$ cat src/rtl/lane_drain_pkg.sv
// Shared types and lane-index helpers for the lane grid. The permutation block
// and the drain sequencer use the same definitions.
package lane_drain_pkg;

    typedef enum logic [1:0] {IDLE, RUN, FLUSH} state_t;

    localparam int GRID_N = 5;
    localparam int LANES  = GRID_N * GRID_N;
    localparam int IDX_W  = 5;

    // Lane k sits at x = k / N, y = k % N (y advances fastest).
    function automatic logic [2:0] lane_x(input logic [IDX_W-1:0] k);
        return 3'(k / IDX_W'(GRID_N));
    endfunction

    function automatic logic [2:0] lane_y(input logic [IDX_W-1:0] k);
        return 3'(k % IDX_W'(GRID_N));
    endfunction

endpackage

$ cat src/rtl/lane_skid_buf.sv
// Two-entry in-order output buffer. The head entry drives dout directly, so a
// stalled consumer sees stable data.
module lane_skid_buf #(
    parameter int W = 64
) (
    input  logic         clk,
    input  logic         rst,
    input  logic         push,
    input  logic [W-1:0] din,
    input  logic         pop,
    output logic         valid,
    output logic [W-1:0] dout,
    output logic [1:0]   count
);

    logic [W-1:0] tail;

    assign valid = (count != 2'd0);

    always_ff @(posedge clk or negedge rst) begin
        if (!rst) begin
            count <= 2'd0;
            dout  <= '0;
            tail  <= '0;
        end else begin
            case (count)
                2'd0: begin
                    if (push) begin
                        dout  <= din;
                        count <= 2'd1;
                    end
                end
                2'd1: begin
                    case ({push, pop})
                        2'b11: dout <= din;
                        2'b10: begin
                            tail  <= din;
                            count <= 2'd2;
                        end
                        2'b01: count <= 2'd0;
                        default: ;
                    endcase
                end
                2'd2: begin
                    // A push while full never occurs; the reader's credit check forbids it.
                    if (pop) begin
                        dout <= tail;
                        if (push) tail  <= din;
                        else      count <= 2'd1;
                    end
                end
                default: count <= 2'd0;
            endcase
        end
    end

endmodule

$ cat src/rtl/lane_drain.sv
// Drains the 25-lane state memory in lane order onto a push/stop stream,
// issuing reads only when the output buffer can absorb their data.
module lane_drain
    import lane_drain_pkg::*;
#(
    parameter int W = 64,
    parameter int N = GRID_N
) (
    input  logic         clk,
    input  logic         rst,
    input  logic         start,
    output logic         busy,
    output logic         done,
    output logic [2:0]   mrx,
    output logic [2:0]   mry,
    input  logic [W-1:0] mrd,
    output logic         mre,
    output logic         pushout,
    input  logic         stopout,
    output logic         firstout,
    output logic [W-1:0] dout
);

    localparam int NL = N * N;

    state_t           state;
    logic [IDX_W-1:0] rd_idx;
    logic [IDX_W-1:0] out_cnt;
    logic             rd_vld_p1;
    logic [1:0]       occ;
    logic [2:0]       level;
    logic             xfer;
    logic             last_rd;
    logic             last_xfer;

    assign xfer = pushout & ~stopout;

    // Entries held after this cycle's transfer plus the read whose data lands
    // at this edge; one more read fits only if that leaves a free slot.
    assign level = 3'(occ) + 3'(rd_vld_p1) - 3'(xfer);
    assign mre   = (state == RUN) && (level < 3'd2);

    assign mrx       = lane_x(rd_idx);
    assign mry       = lane_y(rd_idx);
    assign last_rd   = (rd_idx == IDX_W'(NL - 1));
    assign last_xfer = xfer && (out_cnt == IDX_W'(NL - 1));
    assign firstout  = pushout && (out_cnt == '0);

    always_ff @(posedge clk or negedge rst) begin
        if (!rst) begin
            state     <= IDLE;
            rd_idx    <= '0;
            out_cnt   <= '0;
            rd_vld_p1 <= 1'b0;
            busy      <= 1'b0;
            done      <= 1'b0;
        end else begin
            done      <= 1'b0;
            // p1: read data for the address issued this cycle appears on mrd next cycle
            rd_vld_p1 <= mre;
            if (xfer) out_cnt <= out_cnt + 1'b1;
            case (state)
                IDLE: begin
                    if (start) begin
                        state   <= RUN;
                        rd_idx  <= '0;
                        out_cnt <= '0;
                        busy    <= 1'b1;
                    end
                end
                RUN: begin
                    if (mre) begin
                        if (last_rd) state  <= FLUSH;
                        else         rd_idx <= rd_idx + 1'b1;
                    end
                end
                FLUSH: begin
                    if (last_xfer) begin
                        state <= IDLE;
                        busy  <= 1'b0;
                        done  <= 1'b1;
                    end
                end
                default: state <= IDLE;
            endcase
        end
    end

    lane_skid_buf #(.W(W)) u_buf (
        .clk   (clk),
        .rst   (rst),
        .push  (rd_vld_p1),
        .din   (mrd),
        .pop   (xfer),
        .valid (pushout),
        .dout  (dout),
        .count (occ)
    );

endmodule

$ cat config.mk
export PLATFORM = sky130hd
export DESIGN_NAME = lane_drain
export DESIGN_NICKNAME = d
export VERILOG_FILES = /design/src/rtl/lane_drain_pkg.sv /design/src/rtl/lane_skid_buf.sv /design/src/rtl/lane_drain.sv
export SDC_FILE = /design/constraint.sdc
export NUM_CORES = 1
export LEC_CHECK = 0
export CORE_UTILIZATION = 49
export DETAILED_ROUTE_END_ITERATION = 8
export PLACE_DENSITY = 0.74
export REMOVE_ABC_BUFFERS = 1
export SETUP_SLACK_MARGIN = 0.2
export SLEW_MARGIN = 30
export SYNTH_ARGS = -nofsm -noshare
export SYNTH_HDL_FRONTEND = slang
export SYNTH_HIERARCHICAL = 1
export SYNTH_SLANG_ARGS = --single-unit
$ cat constraint.sdc
create_clock -name clk -period 9.7 [get_ports clk]
set_input_delay 2.91 -clock clk [delete_from_list [all_inputs] [get_ports clk]]
set_output_delay 2.91 -clock clk [all_outputs]
set_load 0.01 [all_outputs]
==> results.ini <==
[outcome]
status=finished clean

[clocking]
clk_pin_slew_ps=60
numCtsBuffers=17
cts_tree=built
post_cts_buffers=0
cts_root_buf=clkbuf_16
htreeDepth=4
cts_resized=0
cts.sinks=145
holdBufCountCts=0
clk_path_buf_depth=2
insertion_delay_ps=420

[sta]
skew_ps=8.44
fin_tns_setup_ps=0
fmax_ghz=0.117
worst_pin_slew_ps=911
hold_slack_ps=492
rsz0062_at_grt=no
setup_violations=0
hold_violations=0
slew-limit-headroom=0.393
period_share=0.878
post-route-min-period_ps=8520
maxSlewViolCount=0

[power]
power_density_mw_per_mm2=342
internal-power_mw=2.29
vdd.ir_drop.worst_uv=149
p_switching_mw=0.955
power_mw=3.24
pwr-share-comb=0.442
p_sw_frac=0.294
power_frac_seq=0.338
p_leak_nw=4.11
p_clk_frac=0.220

[finish]
multi_input_area_mm2=0.00345
diodes=0
fin_area_mm2=0.00948
final_common_cell=dfrtp_1
layout-drive-gt1-share=0.349
ff_latch_area_mm2=0.00363
syn2layout_area_growth_pct=28.9
layout.nets=707
final_cell_mix=145 x dfrtp_1, 141 x clkdlybuf4s50_1, 124 x mux2_4, 52 x mux2_2, 17 x clkbuf_16
num-fill-cells=1047

[floorplanning]
initial_utilization=0.504
die_w_um=125
num_rows=44
die_h_um=125
io-pin-count=143
die_area_mm2=0.0155
coreArea_mm2=0.0146

[worst_setup_path]
crit_required_ps=6790
timing.rr.start=u_buf/count[1]
endpoint=mre
cp-end-kind=output pin
rr_worst_depth=8
path_class=primary input to output pin
path_max_fanout=11
worstSetupStartpoint=stopout
cp-start-kind=primary input
rrSetupSlack_ps=6440
arrival_ps=5610
worstReg2RegEnd=u_buf/tail[11]

[global_routing]
overflow=0
grt_pass1_wl_mm=26.0
gr-usage-all-layers=0.211
grt_pass1_vias=4970
antenna_found_initial=0
grt_max_degree=79

[drt]
routed_wl_mm=15.0
vias_per_cell=5.29
vias=4350
wl_per_cell_um=18.2
final_antenna_net_count=0
firstDrtPassIters=4
drc_errors=0
first_iter_violations=122

[job]
cap_viol_max_count=0

[placed_design]
dp_hpwl_mm=9.61
gp_congestion=0.898
io_buffers=142
postPlaceCellArea_mm2=0.00883

[yosys]
synth_warnings=6
synth.avg_cell_area_um2=15.2
async_reset_ff_frac=1.00
ys.flop_type=dfrtp_1
syn_inst=483
synth_edf_count=0
synth_cell_type_count=48
synth_seq_area_share=0.493
mappedNetlistArea_mm2=0.00735
synth_seq_cells=145

[hold_path]
hold_class=register to register

[routing by layer]
| layer | up-vias | wire (µm) | global-route usage | share of wire |
|---|---|---|---|---|
| met5 | - | 0 | 0 | 0 |
| met4 | 0 | 207 | 0.0723 | 0.014 |
| met3 | 18 | 1140 | 0.0765 | 0.076 |
| met2 | 120 | 6880 | 0.327 | 0.46 |
| met1 | 2215 | 6760 | 0.273 | 0.45 |
| li1 | 1997 | - | - | - |
[per-stage QoR]
step	setup WS (ps)	utilization	cells
detailed placement	1200	0.605	791
CTS	1180	0.650	823
floorplan	2120	-	458
global placement	1230	0.605	791
global route	988	0.650	823
finish	1180	0.650	823
[logic make-up (layout without fill, tap and decap cells)]
group | Yosys count | after routing | synth area share
AO/OA/AOI/OAI | 34 | 34 | 0.0347
XOR/XNOR | 11 | 11 | 0.0131
adder cells (fa/ha/maj) | 13 | 13 | 0.0231
buffers and inverters | 36 | 192 | 0.0402
flip-flops | 145 | 145 | 0.493
multiplexers | 193 | 193 | 0.359
AND/OR/NAND/NOR | 51 | 51 | 0.0369
[power by group through the flow]
stage	Combinational [mW]	Clock [mW]	Sequential (mW)
finish	1.44	0.714	1.09
global route	1.54	0.758	1.13
CTS	1.45	0.730	1.10
detailed placement	1.44	0	1.09
global placement	1.41	0	1.08
floorplan	0.922	0	1.11
[sequential cells by signal, indices dropped and copies added, names as in the netlist]
name / cells
u_buf/dout: 64
busy: 1
u_buf/count: 2
u_buf/tail: 64
done: 1
rd_idx: 5
out_cnt: 5
state: 2
rd_vld_p1: 1
[area by class of cell]
cell class                      count  area share
Clock inverter                      8      0.0157
Tap cell                          184      0.0243
Clock buffer                       24      0.0529
Multi-Input combinational cell    302       0.364
Inverter                           11     0.00435
Timing Repair Buffer              149       0.156
Sequential cell                   145       0.383
[worst max-delay path, cell delays in order]
cell and delay (ps):
clkdlybuf4s50_1 500, nor2b_1 60, buf_4 170, ha_1 260, nand2b_1 160, fa_1 380, xnor2_1 210, and3_1 360
clkdlybuf4s50_1 590
[worst min-delay path by stage]
stage / cells past startpoint / slack, ps / start / to
detailed placement: 1 / 480 / u_buf/dout[18] / u_buf/dout[18]
finish: 1 / 490 / u_buf/dout[18] / u_buf/dout[18]
global placement: 1 / 470 / u_buf/dout[17] / u_buf/dout[17]
CTS: 1 / 500 / u_buf/dout[18] / u_buf/dout[18]
floorplan: 1 / 480 / u_buf/tail[0] / u_buf/tail[0]
global route: 1 / 510 / u_buf/dout[19] / u_buf/dout[19]
[synthesized netlist by cell type, types with 2 or more instances]
cell | n | area share
o22ai_1 | 2 | 0.0017
nand3_1 | 2 | 0.0014
buf_12 | 6 | 0.016
nand2b_1 | 3 | 0.0026
clkbuf_1 | 4 | 0.0020
o21ai_0 | 6 | 0.0041
xor2_1 | 5 | 0.0060
o211ai_1 | 3 | 0.0031
nand2_1 | 11 | 0.0056
o21a_1 | 2 | 0.0020
mux2_4 | 124 | 0.25
dfrtp_1 | 145 | 0.49
nand3b_1 | 2 | 0.0020
a31oi_1 | 2 | 0.0017
nor3_1 | 4 | 0.0027
nor2_1 | 12 | 0.0061
xnor2_1 | 6 | 0.0071
a32o_1 | 2 | 0.0027
a21o_1 | 3 | 0.0031
buf_2 | 8 | 0.0054
a21oi_1 | 3 | 0.0020
buf_6 | 7 | 0.011
inv_1 | 11 | 0.0056
ha_1 | 12 | 0.020
nand2b_2 | 3 | 0.0036
and3_1 | 2 | 0.0017
nor2b_1 | 5 | 0.0043
mux2_2 | 52 | 0.080
nand4_1 | 2 | 0.0017
mux2_1 | 16 | 0.024
Power figures use the tool's default switching activity.
